`config.mk`:
```
export PLATFORM = sky130hd
export DESIGN_NAME = booth_mul_arbiter_flat
export DESIGN_NICKNAME = d
export VERILOG_FILES = /design/src/rtl/booth_mul_arbiter_if.sv /design/src/rtl/booth_mul_arbiter.sv /design/src/flat_wrapper.sv
export SDC_FILE = /design/constraint.sdc
export NUM_CORES = 1
export LEC_CHECK = 0
export ABC_AREA = 1
export CAP_MARGIN = 0
export CORE_MARGIN = 2
export CORE_UTILIZATION = 46
export DETAILED_ROUTE_END_ITERATION = 8
export GPL_ROUTABILITY_DRIVEN = 0
export MAX_ROUTING_LAYER = met4
export PLACE_DENSITY_LB_ADDON = 0.12
export SYNTH_ARGS = -nofsm -noshare
export SYNTH_HDL_FRONTEND = slang
export SYNTH_SLANG_ARGS = --single-unit
```
`constraint.sdc`:
```
create_clock -name clk -period 3.4 [get_ports clk]
set_clock_uncertainty 0.2 [all_clocks]
set_input_delay 0.68 -clock clk [delete_from_list [all_inputs] [get_ports clk]]
set_output_delay 0.68 -clock clk [all_outputs]
set_load 0.01 [all_outputs]
```
`src/rtl/booth_mul_arbiter_if.sv`:
```
// Request/response bundle between the client requesters and booth_mul_arbiter.
// The master side is the client logic; the slave side is the arbiter.
interface booth_mul_arbiter_if #(
    parameter int unsigned N_REQ = 4,
    parameter int unsigned WIDTH = 8
) ();
    localparam int unsigned ID_W = $clog2(N_REQ);
    localparam int unsigned PW   = 2 * WIDTH;

    logic [N_REQ-1:0]       req_valid;
    logic [N_REQ-1:0]       req_ready;
    logic [N_REQ*WIDTH-1:0] req_a;
    logic [N_REQ*WIDTH-1:0] req_b;

    logic                   rsp_valid;
    logic                   rsp_ready;
    logic [ID_W-1:0]        rsp_id;
    logic [PW-1:0]          rsp_product;
    logic                   rsp_err;

    modport master (
        output req_valid, req_a, req_b, rsp_ready,
        input  req_ready, rsp_valid, rsp_id, rsp_product, rsp_err
    );

    modport slave (
        input  req_valid, req_a, req_b, rsp_ready,
        output req_ready, rsp_valid, rsp_id, rsp_product, rsp_err
    );
endinterface

```
`src/rtl/booth_mul_arbiter.sv`:
```
// Round-robin arbiter/sequencer sharing one multi-cycle Booth multiplier between
// N_REQ requesters, with a done-strobe watchdog and a tagged response channel.
module booth_mul_arbiter #(
    parameter int unsigned N_REQ   = 4,
    parameter int unsigned WIDTH   = 8,
    parameter int unsigned TIMEOUT = 31
) (
    input  logic                   clk,
    input  logic                   rst_n,
    input  logic                   ena,
    booth_mul_arbiter_if.slave     bus,
    output logic                   mul_start,
    output logic [WIDTH-1:0]       mul_a,
    output logic [WIDTH-1:0]       mul_b,
    input  logic                   mul_done,
    input  logic [2*WIDTH-1:0]     mul_product
);
    localparam int unsigned ID_W  = $clog2(N_REQ);
    localparam int unsigned PW    = 2 * WIDTH;
    localparam int unsigned CNT_W = 8;

    typedef enum logic [1:0] {
        IDLE  = 2'd0,
        ISSUE = 2'd1,
        WAIT  = 2'd2,
        RESP  = 2'd3
    } state_t;

    state_t          state, state_nxt;
    logic [ID_W-1:0] last_grant, last_grant_nxt;
    logic [CNT_W-1:0] cnt, cnt_nxt;
    logic [WIDTH-1:0] mul_a_nxt, mul_b_nxt;
    logic            rsp_valid_q, rsp_valid_nxt;
    logic            rsp_err_q, rsp_err_nxt;
    logic [ID_W-1:0] rsp_id_q, rsp_id_nxt;
    logic [PW-1:0]   rsp_product_q, rsp_product_nxt;

    logic [ID_W-1:0] grant_idx;
    logic [ID_W-1:0] scan_idx;
    logic            grant_found;
    logic            fire;

    logic [WIDTH-1:0] a_arr [N_REQ];
    logic [WIDTH-1:0] b_arr [N_REQ];

    for (genvar g = 0; g < N_REQ; g++) begin : g_unpack
        assign a_arr[g] = bus.req_a[g*WIDTH +: WIDTH];
        assign b_arr[g] = bus.req_b[g*WIDTH +: WIDTH];
    end

    // First valid requester searching upward from the one after last_grant.
    always_comb begin
        grant_found = 1'b0;
        grant_idx   = '0;
        scan_idx    = '0;
        for (int unsigned i = 1; i <= N_REQ; i++) begin
            scan_idx = ID_W'((32'(last_grant) + i) % N_REQ);
            if (!grant_found && bus.req_valid[scan_idx]) begin
                grant_found = 1'b1;
                grant_idx   = scan_idx;
            end
        end
    end

    assign fire          = (state == IDLE) && ena && grant_found;
    assign bus.req_ready = fire ? (N_REQ'(1) << grant_idx) : '0;
    // Held low while disabled so a frozen ISSUE cycle re-launches once ena returns.
    assign mul_start     = (state == ISSUE) && ena;

    assign bus.rsp_valid   = rsp_valid_q;
    assign bus.rsp_id      = rsp_id_q;
    assign bus.rsp_product = rsp_product_q;
    assign bus.rsp_err     = rsp_err_q;

    // Next-state and registered-output logic; everything holds while ena is low.
    always_comb begin
        state_nxt       = state;
        last_grant_nxt  = last_grant;
        cnt_nxt         = cnt;
        mul_a_nxt       = mul_a;
        mul_b_nxt       = mul_b;
        rsp_valid_nxt   = rsp_valid_q;
        rsp_err_nxt     = rsp_err_q;
        rsp_id_nxt      = rsp_id_q;
        rsp_product_nxt = rsp_product_q;

        if (ena) begin
            case (state)
                IDLE: begin
                    if (fire) begin
                        mul_a_nxt      = a_arr[grant_idx];
                        mul_b_nxt      = b_arr[grant_idx];
                        rsp_id_nxt     = grant_idx;
                        last_grant_nxt = grant_idx;
                        state_nxt      = ISSUE;
                    end
                end
                ISSUE: begin
                    cnt_nxt   = '0;
                    state_nxt = WAIT;
                end
                WAIT: begin
                    // A done strobe on the watchdog cycle takes priority over the abort.
                    if (mul_done) begin
                        rsp_product_nxt = mul_product;
                        rsp_err_nxt     = 1'b0;
                        rsp_valid_nxt   = 1'b1;
                        state_nxt       = RESP;
                    end else if (cnt == CNT_W'(TIMEOUT)) begin
                        rsp_product_nxt = '0;
                        rsp_err_nxt     = 1'b1;
                        rsp_valid_nxt   = 1'b1;
                        state_nxt       = RESP;
                    end else begin
                        cnt_nxt = cnt + CNT_W'(1);
                    end
                end
                RESP: begin
                    if (bus.rsp_ready) begin
                        rsp_valid_nxt = 1'b0;
                        state_nxt     = IDLE;
                    end
                end
                default: state_nxt = IDLE;
            endcase
        end
    end

    always_ff @(posedge clk or negedge rst_n) begin
        if (!rst_n) begin
            state         <= IDLE;
            last_grant    <= ID_W'(N_REQ - 1);
            cnt           <= '0;
            mul_a         <= '0;
            mul_b         <= '0;
            rsp_valid_q   <= 1'b0;
            rsp_err_q     <= 1'b0;
            rsp_id_q      <= '0;
            rsp_product_q <= '0;
        end else begin
            state         <= state_nxt;
            last_grant    <= last_grant_nxt;
            cnt           <= cnt_nxt;
            mul_a         <= mul_a_nxt;
            mul_b         <= mul_b_nxt;
            rsp_valid_q   <= rsp_valid_nxt;
            rsp_err_q     <= rsp_err_nxt;
            rsp_id_q      <= rsp_id_nxt;
            rsp_product_q <= rsp_product_nxt;
        end
    end
endmodule

```
`src/flat_wrapper.sv`:
```
// flat-port wrapper written by rule: the top's interface ports become plain ports
module booth_mul_arbiter_flat 
#(
    parameter int unsigned N_REQ   = 4,
    parameter int unsigned WIDTH   = 8,
    parameter int unsigned TIMEOUT = 31
)
  (clk, rst_n, ena, mul_start, mul_a, mul_b, mul_done, mul_product, bus_req_valid, bus_req_a, bus_req_b, bus_rsp_ready, bus_req_ready, bus_rsp_valid, bus_rsp_id, bus_rsp_product, bus_rsp_err);
  booth_mul_arbiter_if #(.N_REQ(N_REQ), .WIDTH(WIDTH)) bus_i ();
  input  logic clk;
  input  logic rst_n;
  input  logic ena;
  output logic mul_start;
  output logic [WIDTH-1:0] mul_a;
  output logic [WIDTH-1:0] mul_b;
  input  logic mul_done;
  input  logic [2*WIDTH-1:0] mul_product;
  input wire logic [$bits(bus_i.req_valid)-1:0] bus_req_valid;
  input wire logic [$bits(bus_i.req_a)-1:0] bus_req_a;
  input wire logic [$bits(bus_i.req_b)-1:0] bus_req_b;
  input wire logic [$bits(bus_i.rsp_ready)-1:0] bus_rsp_ready;
  output wire logic [$bits(bus_i.req_ready)-1:0] bus_req_ready;
  output wire logic [$bits(bus_i.rsp_valid)-1:0] bus_rsp_valid;
  output wire logic [$bits(bus_i.rsp_id)-1:0] bus_rsp_id;
  output wire logic [$bits(bus_i.rsp_product)-1:0] bus_rsp_product;
  output wire logic [$bits(bus_i.rsp_err)-1:0] bus_rsp_err;
  assign bus_i.req_valid = bus_req_valid;
  assign bus_i.req_a = bus_req_a;
  assign bus_i.req_b = bus_req_b;
  assign bus_i.rsp_ready = bus_rsp_ready;
  assign bus_req_ready = bus_i.req_ready;
  assign bus_rsp_valid = bus_i.rsp_valid;
  assign bus_rsp_id = bus_i.rsp_id;
  assign bus_rsp_product = bus_i.rsp_product;
  assign bus_rsp_err = bus_i.rsp_err;
  booth_mul_arbiter #(.N_REQ(N_REQ), .WIDTH(WIDTH), .TIMEOUT(TIMEOUT)) u_core (.clk(clk), .rst_n(rst_n), .ena(ena), .bus(bus_i), .mul_start(mul_start), .mul_a(mul_a), .mul_b(mul_b), .mul_done(mul_done), .mul_product(mul_product));
endmodule
```
# Yosys cells after proc, flatten, opt, wreduce, memory -nomap -nowiden
# Index checks and enable logic that the tools add are counted.
# W data, S select, Z words.
[word_totals]
input_bits = 89
wordCells = 86
out_inout_bits = 41
regBits = 48
[op_classes]
magnitude_cmp = 5
shift = 1
bitwise = 1
n_eq_ne = 9
reduce_logical = 18
muxes = 38
n_addsub = 5
[op_table]
columns = ["op", "n"]
rows = [
  ["$mux W8", 6],
  ["$bmux W8 S2", 2],
  ["$mux W16", 2],
  ["$mux W2", 8],
  ["$pmux W8 S2", 1],
  ["$lt A2 B3 Y1 const B", 4],
  ["$mux W1", 12],
  ["$reduce_and A4 Y1", 3],
  ["$add A8 B1 Y8 const B", 1],
  ["$bmux W1 S2", 4],
  ["$eq A8 B5 Y1 const B", 1],
  ["$pmux W2 S4", 1],
  ["$logic_and A1 B1 Y1", 6],
  ["$ne A2 B2 Y1 const B", 3],
  ["$reduce_and A3 Y1", 2],
  ["$reduce_bool A2 Y1", 3],
  ["$add A2 B1 Y2 const B", 2],
  ["$add A2 B2 Y2 const B", 2],
  ["$eq A2 B2 Y1 const B", 2],
  ["$mux W4", 1],
  ["$shl A1 B2 Y4 const A", 1],
  ["$ge A3 B3 Y1 const B", 1],
  ["$logic_not A1 Y1", 3],
  ["$ne A3 B2 Y1 const B", 1],
  ["other kinds (5)", 5],
]

# Logic depth before layout (Yosys ltp)
# Gate-level depths: netlist of the first run.
[logic_depth]
depth_word = 17
depth_mapped = 16
ltp_nobuf = 15

# Least setup slack after synthesis of the first run
# Ideal clock, no wire load.
[synth_timing]
path_kind = "in2out"
startpoint = "input port bus_req_valid[3]"
endpoint = "output port bus_req_ready[1]"
path_buffers = 1
t_required_ns = 2.520
arrival_ns = 1.769
setup_slack_ns = 0.751
stages = 12
path_cell_list = "nand2_1 > nand2_1 > nand2_1 > nand2_2 > inv_1 > nand2_1 > nor2_2 > nand2_4 > nand2_4 > buf_6 > inv_2 > nor3_1"
[synth_between]
elab_chain_cells = 14
elab_cells_between_ends = 25
classes_between = "shift: 1; mux: 17; reduce/logical: 7"
[synth_rtl]
columns = ["element", "line", "text"]
rows = [
  ["from (decl)", "flat_wrapper.sv:18", "input wire logic [$bits(bus_i.req_valid)-1:0] bus_req_valid;"],
  ["$bmux W1 S2", "booth_mul_arbiter.sv:58", "if (!grant_found && bus.req_valid[scan_idx]) begin"],
  ["$mux W1 (implied by the code)", "booth_mul_arbiter.sv:58", ""],
  ["$mux W1", "booth_mul_arbiter.sv:58", ""],
  ["$logic_not A1 Y1", "booth_mul_arbiter.sv:58", ""],
  ["$logic_and A1 B1 Y1", "booth_mul_arbiter.sv:58", ""],
  ["$mux W1", "booth_mul_arbiter.sv:58", ""],
  ["$logic_not A1 Y1", "booth_mul_arbiter.sv:58", ""],
  ["$logic_and A1 B1 Y1", "booth_mul_arbiter.sv:58", ""],
  ["$mux W1", "booth_mul_arbiter.sv:58", ""],
  ["$logic_not A1 Y1", "booth_mul_arbiter.sv:58", ""],
  ["$logic_and A1 B1 Y1", "booth_mul_arbiter.sv:58", ""],
  ["$mux W2 or $mux W1 (tied branches)", "booth_mul_arbiter.sv:58", ""],
  ["$shl A1 B2 Y4 or $logic_and A1 B1 Y1 (tied branches)", "booth_mul_arbiter.sv:66, booth_mul_arbiter.sv:65", ""],
  ["$mux W4 *", "booth_mul_arbiter.sv:66", "assign bus.req_ready = fire ? (N_REQ'(1) << grant_idx) : '0;"],
  ["to (decl)", "flat_wrapper.sv:22", "output wire logic [$bits(bus_i.req_ready)-1:0] bus_req_ready;"],
]
# Every way passes the cells marked *; elsewhere a longest branch is shown, timed or not. The select of a mux whose other input is x is not followed.

# Worst setup path in the final report of the first run
[layout_timing]
startpoint = "input port bus_req_valid[1]"
endpoint = "output port bus_req_ready[0]"
# Same word-level chain as after synthesis.

==> results.yml, run 1 <==
placement:
  io_buffers: 129
  dp_slack_ns: -0.1345
  dp_hpwl_mm: 6.338
critical_path:
  crit_end: "bus_req_ready[0]"
  r2r-end: "u_core.mul_a[5]$_DFFE_PN0P_"
  r2r_start: "u_core.last_grant[0]$_DFFE_PN1P_"
  reg2reg_slack_ns: 0.81
  worst-setup-path-type: "in2out"
  cp.arrival_ns: 2.40
  critPathLaunchType: "input pin"
  worstRegToRegCells: 14
  startpoint: "bus_req_valid[1]"
  critPathRequiredTime_ns: 2.52
  endpoint_kind: "output port"
  crit_fanout: 4
clocking:
  cts_tree: "done"
  cts.sinks: 48
  h-tree-depth: 2
  clk_latency_ns: 0.31
  root_buffer: "clkbuf_8"
  clock_path_buffers: 2
  postCtsHoldBufs: 0
  clk_pin_slew_ns: 0.08
  cts_buffers: 5
power:
  p_int_mw: 2.099
  p_sw_mw: 1.721
  p_per_area_nw_per_um2: 849.5
  irDropWorstVdd_mv: 0.6990
  switching_share_pct: 45.04
  p_leak_nw: 2.332
  power_mw: 3.820
  seqPwrFrac_pct: 26.3
  combinationalPowerShare_pct: 65.0
  clock_power_share_pct: 8.7
sta:
  relSlewSlack_pct: 28.89
  report.final.slew_viol_count: 0
  post-route-period-util_pct: 96.45
  hold_violations: 0
  rsz0062_at_grt: "true"
  worst-slew-pin-transition_ns: 1.067
  max_freq_mhz: 304.9
  setup_viol: 0
  min_period_ns: 3.279
  hold_ws_ns: 0.2832
  worst_slack_ns: 0.1207
yosys:
  avgSynthCellArea_um2: 7.093
  synth_area_um2: 3022
  yosys_warnings: 0
  syn_nets: 520
  synth_top_area_cell: "dfrtp_1"
  yosysSeqAreaShare_pct: 39.83
  synth_edf_count: 0
  synth_top_area_share_pct: 38.10
  synth_cells: 426
  yosysMostFrequentCell: "nand2_1"
  synthTopCellsByCount: "123 x nand2_1, 75 x inv_1, 65 x nand3_1"
  ys_types: 28
  synthTopCellsByArea: "dfrtp_1 38%, nand2_1 15%, nand3_1 11%"
  async_flop_share_pct: 100.0
  synth-seq-cells: 48
  synth_top_flop_cell: "dfrtp_1"
routing:
  drcViolationCount: 0
  via_per_inst: 4.890
  firstDrtPassIters: 4
  top_layer: "met4"
  vias: 3125
  drt_iter0_drc: 151
  drtAntennaViolNets: 0
  finalWirelength_mm: 8.169
  wl_met1_mm: 3.524
  met3_length_um: 377
  wl_met2_mm: 4.099
  wl_per_cell_um: 12.78
status:
  outcome: "finished clean"
die:
  die_w_um: 85.05
  fp.dieArea_um2: 7234
  start_util_pct: 47.59
  rows: 29
  die_h_um: 85.05
  core_um2: 6350
  io_pins: 130
global_routing:
  antenna_found_initial: 0
  grt_pass1_vias: 3032
  grt-ovfl-total: 0
  grt_pass1_wl_mm: 13.55
  grt_max_degree: 49
  grtUsageTotal_pct: 23.53
final_layout:
  drive_gt1_share_pct: 7.829
  n_antenna_cell: 0
  layout.nets: 656
  area_growth_syn_to_layout_pct: 48.82
run:
  cap_viol_max_count: 0
min_path:
  holdCritPathClass: "reg2reg"
routing by layer:
layer,global-route usage [%],vias to the layer above
li1,-,1595
met1,28.76,1436
met2,40.34,80
met3,3.307,14
met4,7.215,0
met5,-,-
sequential cells by signal, indices dropped and copies added (netlist names):
name	cells
u_core.cnt	8
u_core.mul_a	8
u_core.bus.rsp_valid	1
u_core.bus.rsp_id	2
u_core.bus.rsp_err	1
u_core.mul_b	8
u_core.last_grant	2
u_core.state	2
u_core.bus.rsp_product	16
worst max-delay path: stages:
cell and delay [ns]:
clkdlybuf4s50_1 0.44, nand2_2 0.10, nand2_1 0.09, nand2_1 0.08, nand2_2 0.06, nor2_4 0.12, nand3_2 0.11, nand2_1 0.10
inv_1 0.05, nand2_2 0.08, inv_1 0.07, nand2_2 0.08, nor2_1 0.04, dlygate4sd2_1 0.28
metrics by stage:
step                      area (µm²)  cells  util [%]  TNS [ns]
after CTS                       4494    639     70.78         0
after floorplan                 3022    426         -         0
final                           4497    639     70.82         0
after detailed placement        4418    632     69.58   -0.4736
after global placement          4418    632     69.58   -0.2838
after global routing            4497    639     70.82  -0.02665
logic make-up after synthesis:
| group | after synthesis | share of synthesized area, % |
|---|---|---|
| adder cells (fa/ha/maj) | 5 | 2.070 |
| AND/OR/NAND/NOR | 247 | 37.23 |
| buffers and inverters | 92 | 12.71 |
| AO/OA/AOI/OAI | 32 | 7.577 |
| XOR/XNOR | 2 | 0.5798 |
| flip-flops | 48 | 39.83 |
power groups by stage:
| stage | clock network, mW | registers, mW | logic [mW] |
|---|---|---|---|
| 2_1_floorplan | 0 | 1.08 | 1.51 |
| 3_3_place_gp | 0 | 1.00 | 2.43 |
| 3_5_place_dp | 0 | 1.01 | 2.48 |
| 4_1_cts | 0.340 | 1.00 | 2.49 |
| 5_1_grt | 0.362 | 1.04 | 2.77 |
| 6_report | 0.333 | 1.00 | 2.48 |
worst min-delay path by stage:
stage	from	endpoint	slack, ns	depth (start not counted)
6_report	u_core.mul_b[5]$_DFFE_PN0P_	u_core.mul_b[5]$_DFFE_PN0P_	0.28	2
5_1_grt	u_core.mul_b[7]$_DFFE_PN0P_	u_core.mul_b[7]$_DFFE_PN0P_	0.32	2
4_1_cts	u_core.mul_b[5]$_DFFE_PN0P_	u_core.mul_b[5]$_DFFE_PN0P_	0.29	2
3_5_place_dp	u_core.mul_b[4]$_DFFE_PN0P_	u_core.mul_b[4]$_DFFE_PN0P_	0.27	2
3_3_place_gp	u_core.mul_b[5]$_DFFE_PN0P_	u_core.mul_b[5]$_DFFE_PN0P_	0.26	2
2_1_floorplan	rst_n	u_core.bus.rsp_err$_DFFE_PN0P_	0.18	0
cells in the final DEF, fill, tap and decap left out, drive strengths merged:
cell             n
o21ai            5
nor3             6
clkbuf           6
dlygate4sd2      3
nor3b            2
nand4            3
nand2          132
clkinv           1
ha               5
o31ai            2
a21oi            8
nand3           66
a2bb2oi          1
inv             78
dfstp            2
xor2             2
nor2            22
clkinvlp         1
clkdlybuf4s50  124
dfrtp           46
buf             15
or2             16
a22o            16
what timing repair did:
| action | in CTS | in global routing |
|---|---|---|
| gates resized for setup | 4 | 4 |
| buffers inserted | 0 | 0 |
| endpoints found under the setup margin | 4 | 4 |
area by class of cell:
class	count	area, µm²
clock buffer	5	68.82
clock inverter	2	12.51
fill	514	1853
inverter	78	292.8
multi-input combinational	286	1440
sequential	48	1204
tap	77	96.34
timing repair buffer	143	1383
Note: power is estimated with default switching activity, not from simulation.
==> run 2, diff against run 1 <==
==> constraint.sdc (replaced) <==
create_clock -name clk -period 3.8 [get_ports clk]
set_clock_uncertainty 0.2 [all_clocks]
set_input_delay 0.76 -clock clk [delete_from_list [all_inputs] [get_ports clk]]
set_output_delay 0.76 -clock clk [all_outputs]
set_load 0.01 [all_outputs]
==> run 2 against run 1 <==
Final cell count fell by 0.47%. Core utilization rose by 0.14 points. Register-to-register slack improved by 0.40 ns. Critical path depth did not move. Routed wire length rose by 0.86%. Sequential share of layout area fell by 0.052 points. Final area rose by 0.19%. Hold slack barely moved. Critical path type unchanged. Critical endpoint unchanged. Largest power group unchanged.
==> results.yml, run 2 (synthesis gave the netlist of run 1 again) <==
routing:
  wl_per_cell_um: 12.95
  vias: 3119
  firstDrtPassIters: 4
  finalWirelength_mm: 8.239
  top_layer: "met4"
  via_per_inst: 4.904
  wl_met1_mm: 3.405
  drtAntennaViolNets: 0
  drcViolationCount: 0
  wl_met2_mm: 4.230
  met3_length_um: 380
  drt_iter0_drc: 209
sta:
  relSlewSlack_pct: 27.83
  max_freq_mhz: 299.2
  worst-slew-pin-transition_ns: 1.083
  report.final.slew_viol_count: 0
  worst_slack_ns: 0.4575
  min_period_ns: 3.343
  setup_viol: 0
  rsz0062_at_grt: "false"
  post-route-period-util_pct: 87.96
  setup_tns_ns: 0
  hold_violations: 0
critical_path:
  cpMostUsedCell: "nand2_1"
  worst-setup-path-type: "in2out"
  r2r-end: "u_core.mul_b[1]$_DFFE_PN0P_"
  critPathLaunchType: "input pin"
  crit_end: "bus_req_ready[0]"
  critPathRequiredTime_ns: 2.84
  endpoint_kind: "output port"
  path_cells: "clkdlybuf4s50_1 -> nand2_1 -> nand2_1 -> nand2_1 -> nand2_1 -> inv_1 -> nand3_2 -> nand2_1 -> inv_1 -> nand2_2 -> inv_1 -> nand2_2 -> nor2_1 -> dlymetal6s2s_1"
  crit_fanout: 4
  reg2reg_slack_ns: 1.21
  crit_slowest_cell: "clkdlybuf4s50_1"
  cp.arrival_ns: 2.38
  path_depth: 14
  r2r_start: "u_core.last_grant[1]$_DFFE_PN1P_"
  critPathBufInv: 5
  worstRegToRegCells: 13
  critPathTopFamily: "buffers and inverters"
  max_stage_delay_ns: 0.49
  startpoint: "bus_req_valid[2]"
clocking:
  clock_path_buffers: 2
  h-tree-depth: 2
  cts_buffers: 5
  cts.sinks: 48
  clk_latency_ns: 0.30
  root_buffer: "clkbuf_8"
  cts_setup_buffers: 0
  clk_pin_slew_ns: 0.08
  cts_tree: "done"
placement:
  dp_hpwl_mm: 6.363
  io_buffers: 129
  dpl_cell_area_um2: 4388
  dp_slack_ns: 0.1004
final_layout:
  drive_gt1_share_pct: 6.619
  area_growth_syn_to_layout_pct: 49.11
  n_antenna_cell: 0
  final_area_um2: 4506
  mostFrequentLayoutCell: "clkdlybuf4s50_1"
  seqCellArea_um2: 1204
  largest_reg_flops: 16
  fill_cells: 512
  mostFrequentLayoutCells: "124 x clkdlybuf4s50_1, 123 x nand2_1, 75 x inv_1, 65 x nand3_1, 46 x dfrtp_1"
  layout.nets: 652
  multiInputGateArea_um2: 1434
global_routing:
  grt_pass1_vias: 3054
  grt_max_degree: 49
  grt-ovfl-total: 0
  grtUsageTotal_pct: 23.98
  antenna_found_initial: 0
  grt_pass1_wl_mm: 13.71
min_path:
  holdCritPathClass: "reg2reg"
die:
  core_um2: 6350
  io_pins: 130
  rows: 29
  die_w_um: 85.05
  start_util_pct: 47.59
  die_h_um: 85.05
  fp.dieArea_um2: 7234
power:
  irDropWorstVdd_mv: 0.6218
  p_per_area_nw_per_um2: 762.8
  p_leak_nw: 2.386
  power_mw: 3.437
status:
  outcome: "finished clean"
run:
  cap_viol_max_count: 0
[run 2: worst min-delay path by stage]
stage | from | to | slack [ns] | depth (start not counted)
floorplan | rst_n | u_core.bus.rsp_err$_DFFE_PN0P_ | 0.26 | 0
finish | u_core.mul_a[4]$_DFFE_PN0P_ | u_core.mul_a[4]$_DFFE_PN0P_ | 0.28 | 2
global route | u_core.mul_b[3]$_DFFE_PN0P_ | u_core.mul_b[3]$_DFFE_PN0P_ | 0.30 | 2
global placement | u_core.mul_b[5]$_DFFE_PN0P_ | u_core.mul_b[5]$_DFFE_PN0P_ | 0.26 | 2
CTS | u_core.mul_a[4]$_DFFE_PN0P_ | u_core.mul_a[4]$_DFFE_PN0P_ | 0.29 | 2
detailed placement | u_core.mul_b[4]$_DFFE_PN0P_ | u_core.mul_b[4]$_DFFE_PN0P_ | 0.27 | 2
[run 2: worst register-to-register path, stage by stage, from the launching register on]
cell,delay [ns]
dfstp_2,0.59
inv_1,0.14
nand2_1,0.09
nand2_1,0.07
nand2_1,0.10
nand2_2,0.09
nor2_4,0.11
nand2_1,0.06
nor2_1,0.12
a21oi_1,0.11
buf_4,0.18
nor2_2,0.42
nand3_1,0.17
nand3_1,0.10
[run 2: area by class of cell]
type / instances / share of cell area [%]
Tap cell: 77 / 2.138
Clock buffer: 6 / 1.611
Sequential cell: 48 / 26.71
Timing Repair Buffer: 139 / 30.44
Clock inverter: 2 / 0.7776
Inverter: 78 / 6.498
Multi-Input combinational cell: 286 / 31.82
[run 2: routing by layer]
layer  vias to the layer above  global-route usage (%)
met4                         0                   8.081
met3                        16                   4.377
li1                       1593                       -
met1                      1429                   28.34
met2                        81                   41.12
met5                         -                       -
[run 2: metrics by stage]
step / hold slack, ns / utilization, % / instances
finish: 0.2832 / 70.96 / 636
CTS: 0.2868 / 70.80 / 636
detailed placement: 0.2656 / 69.10 / 628
floorplan: 0.2644 / - / 426
global route: 0.3039 / 70.96 / 636
global placement: 0.2633 / 69.10 / 628
[run 2: what timing repair did]
| action | 4_1_cts | 5_1_grt |
|---|---|---|
| endpoints found under the hold margin | 0 | 0 |
| endpoints found under the setup margin | 0 | 4 |
| gates resized for setup | 0 | 4 |
| hold buffers | 0 | 0 |
[run 2: where the power goes]
group,internal [mW],switching [mW]
sequential,0.746,0.154
combinational,0.980,1.20
clock,0.195,0.166
==> run 3, diff against run 2 <==
--- a/config.mk
+++ b/config.mk
@@ -5,10 +5,9 @@
 export SDC_FILE = /design/constraint.sdc
 export NUM_CORES = 1
 export LEC_CHECK = 0
-export ABC_AREA = 1
 export CAP_MARGIN = 0
 export CORE_MARGIN = 2
-export CORE_UTILIZATION = 46
+export CORE_UTILIZATION = 45
 export DETAILED_ROUTE_END_ITERATION = 8
 export GPL_ROUTABILITY_DRIVEN = 0
 export MAX_ROUTING_LAYER = met4
==> run 3 against run 2 <==
First-iteration DRC count shrank 49%. Routed wire length shrank 4.4%. Critical path depth shrank 9. Fmax shrank 9.0%. Sequential power shrank 2%. Power shrank 21%. Final cell count shrank 26%. Die area shrank 4.1%. Sequential cell count is the same. Combinational power shrank 34%. Largest power group unchanged. Highest routed layer unchanged.
==> results.yml, run 3 <==
status:
  outcome: "finished clean"
final_layout:
  mostFrequentLayoutCells: "128 x clkdlybuf4s50_1, 46 x dfrtp_1, 28 x a211oi_2, 26 x nor2_1, 21 x inv_1"
  mostFrequentLayoutCell: "clkdlybuf4s50_1"
  n_antenna_cell: 0
  drive_gt1_share_pct: 15.37
  largest_reg_flops: 16
  layout.nets: 490
  final_cell_count_no_fill: 472
  area_growth_syn_to_layout_pct: 51.33
yosys:
  synth_edf_count: 0
  syn_nets: 362
  synth_top_flop_cell: "dfrtp_1"
  synth-seq-cells: 48
  synth_top_area_cell: "dfrtp_1"
  synth_top_area_share_pct: 40.71
  yosys_warnings: 0
  yosysMostFrequentCell: "dfrtp_1"
  yosysSeqAreaShare_pct: 42.57
  synth_cells: 268
  async_flop_share_pct: 100.0
  synthTopCellsByCount: "46 x dfrtp_1, 28 x a211oi_2, 26 x nor2_1"
  avgSynthCellArea_um2: 10.55
  synth_area_um2: 2828
  ys_types: 46
  synthTopCellsByArea: "dfrtp_1 41%, a211oi_2 12%, mux2i_1 5.7%"
power:
  irDropWorstVdd_mv: 0.4322
  p_sw_mw: 0.9912
  seqPwrFrac_pct: 32.7
  switching_share_pct: 36.73
  clock_power_share_pct: 14.2
  p_int_mw: 1.708
  p_leak_nw: 1.797
  combinationalPowerShare_pct: 53.1
  p_per_area_nw_per_um2: 630.7
sta:
  worst-slew-pin-transition_ns: 1.083
  setup_viol: 0
  rsz0062_at_grt: "false"
  post-route-period-util_pct: 96.67
  hold_violations: 0
  max_freq_mhz: 272.2
  relSlewSlack_pct: 27.78
  setup_tns_ns: 0
  min_period_ns: 3.674
  report.final.slew_viol_count: 0
clocking:
  root_buffer: "clkbuf_8"
  postCtsHoldBufs: 0
  cts_tree: "done"
  h-tree-depth: 2
  clk_pin_slew_ns: 0.09
  clock_path_buffers: 2
  cts_buffers: 5
  ctsResizeCount: 0
  cts.sinks: 48
  cts_setup_buffers: 0
  clk_latency_ns: 0.30
global_routing:
  grt_max_degree: 49
  grt-ovfl-total: 0
  grt_pass1_vias: 2533
  grt_pass1_wl_mm: 13.05
  grtUsageTotal_pct: 23.79
  antenna_found_initial: 0
die:
  fp.dieArea_um2: 6934
  start_util_pct: 47.20
  rows: 28
  die_w_um: 83.27
  io_pins: 130
  die_h_um: 83.27
  core_um2: 5991
placement:
  dp_hpwl_mm: 5.662
  io_buffers: 129
  dp.cells: 464
critical_path:
  worst-setup-path-type: "in2out"
  endpoint_kind: "output port"
  cp.arrival_ns: 2.71
  critPathRequiredTime_ns: 2.84
  path_cells: "clkdlybuf4s50_1 -> or4_4 -> and3_4 -> and3_1 -> clkdlybuf4s50_1"
  reg2reg_slack_ns: 1.46
  crit_slowest_cell: "or4_4"
  critPathLaunchType: "input pin"
  max_stage_delay_ns: 0.56
  crit_fanout: 5
  cpMostUsedCell: "clkdlybuf4s50_1"
routing:
  finalWirelength_mm: 7.873
  drcViolationCount: 0
  vias: 2541
  wl_per_cell_um: 16.68
  drtAntennaViolNets: 0
  via_per_inst: 5.383
  drt_iter0_drc: 107
  firstDrtPassIters: 4
min_path:
  holdCritPathClass: "reg2reg"
run:
  cap_viol_max_count: 0
[run 3: cell types whose count changed after synthesis, moves of 16 or more]
cell | previous run | this run
a211oi_2 | 0 | 28
a31oi_1 | 0 | 18
inv_1 | 75 | 21
mux2i_1 | 0 | 16
nand2_1 | 123 | 6
nand3_1 | 65 | 1
[run 3: kinds of logic (layout without fill, tap and decap cells)]
family          Yosys count  count (layout)  synth area share, %
compound gates           93              93                29.12
simple gates             59              59                11.15
flops                    48              48                42.57
buf+inv                  41             170                7.434
mux                      16              16                5.664
xor+xnor                  6               6                1.858
fa+ha+maj                 5               5                2.212
[run 3: stage by stage]
stage	hold WS (ns)	util [%]	setup slack [ns]	total power, mW	area (µm²)
3_3_place_gp	0.2872	69.51	0.1783	2.290	4164
5_1_grt	0.3355	71.43	0.07730	2.879	4279
4_1_cts	0.3164	71.43	0.1372	2.721	4279
2_1_floorplan	0.2644	-	0.8375	1.682	2828
3_5_place_dp	0.2815	69.51	0.1545	2.321	4164
6_report	0.3131	71.43	0.1264	2.699	4279
[run 3: area by class of cell]
type | count | area (µm²)
fill | 454 | 1712
multi-input combinational | 179 | 1415
clock inverter | 3 | 46.29
sequential | 48 | 1204
timing repair buffer | 140 | 1369
tap | 75 | 93.84
inverter | 22 | 82.58
clock buffer | 5 | 68.82
[run 3: final timing paths]
check	end	depth (start not counted)	startpoint
setup / recovery	bus_req_ready[0]	5	bus_req_valid[3]
hold / removal	u_core.bus.rsp_product[7]$_DFFE_PN0P_	1	u_core.bus.rsp_product[7]$_DFFE_PN0P_
setup reg to reg	u_core.cnt[6]$_DFFE_PN0P_	7	u_core.state[0]$_DFFE_PN0P_
hold reg to reg	u_core.bus.rsp_product[7]$_DFFE_PN0P_	1	u_core.bus.rsp_product[7]$_DFFE_PN0P_
max in group asynchronous	u_core.mul_a[2]$_DFFE_PN0P_	1	rst_n
min in group asynchronous	u_core.bus.rsp_err$_DFFE_PN0P_	1	rst_n
[run 3: metal layers]
layer  GRT usage (%)  wire (µm)  vias to the layer above
met5               -          0                        -
met4           3.577         33                        0
met3           5.964        417                        2
met2           37.17       3675                       87
met1           32.15       3746                     1214
li1                -          -                     1238
[run 3: critical path, delay by kind of cell]
kind	cells	cell delay, ns
AND/OR/NAND/NOR	3	0.98
buffers and inverters	2	0.96
[run 3: power groups by stage]
stage | Sequential [mW] | Combinational (mW) | Clock (mW)
6_report | 0.882 | 1.43 | 0.384
5_1_grt | 0.912 | 1.55 | 0.416
2_1_floorplan | 0.964 | 0.718 | 0
3_5_place_dp | 0.886 | 1.44 | 0
3_3_place_gp | 0.878 | 1.41 | 0
4_1_cts | 0.880 | 1.45 | 0.394
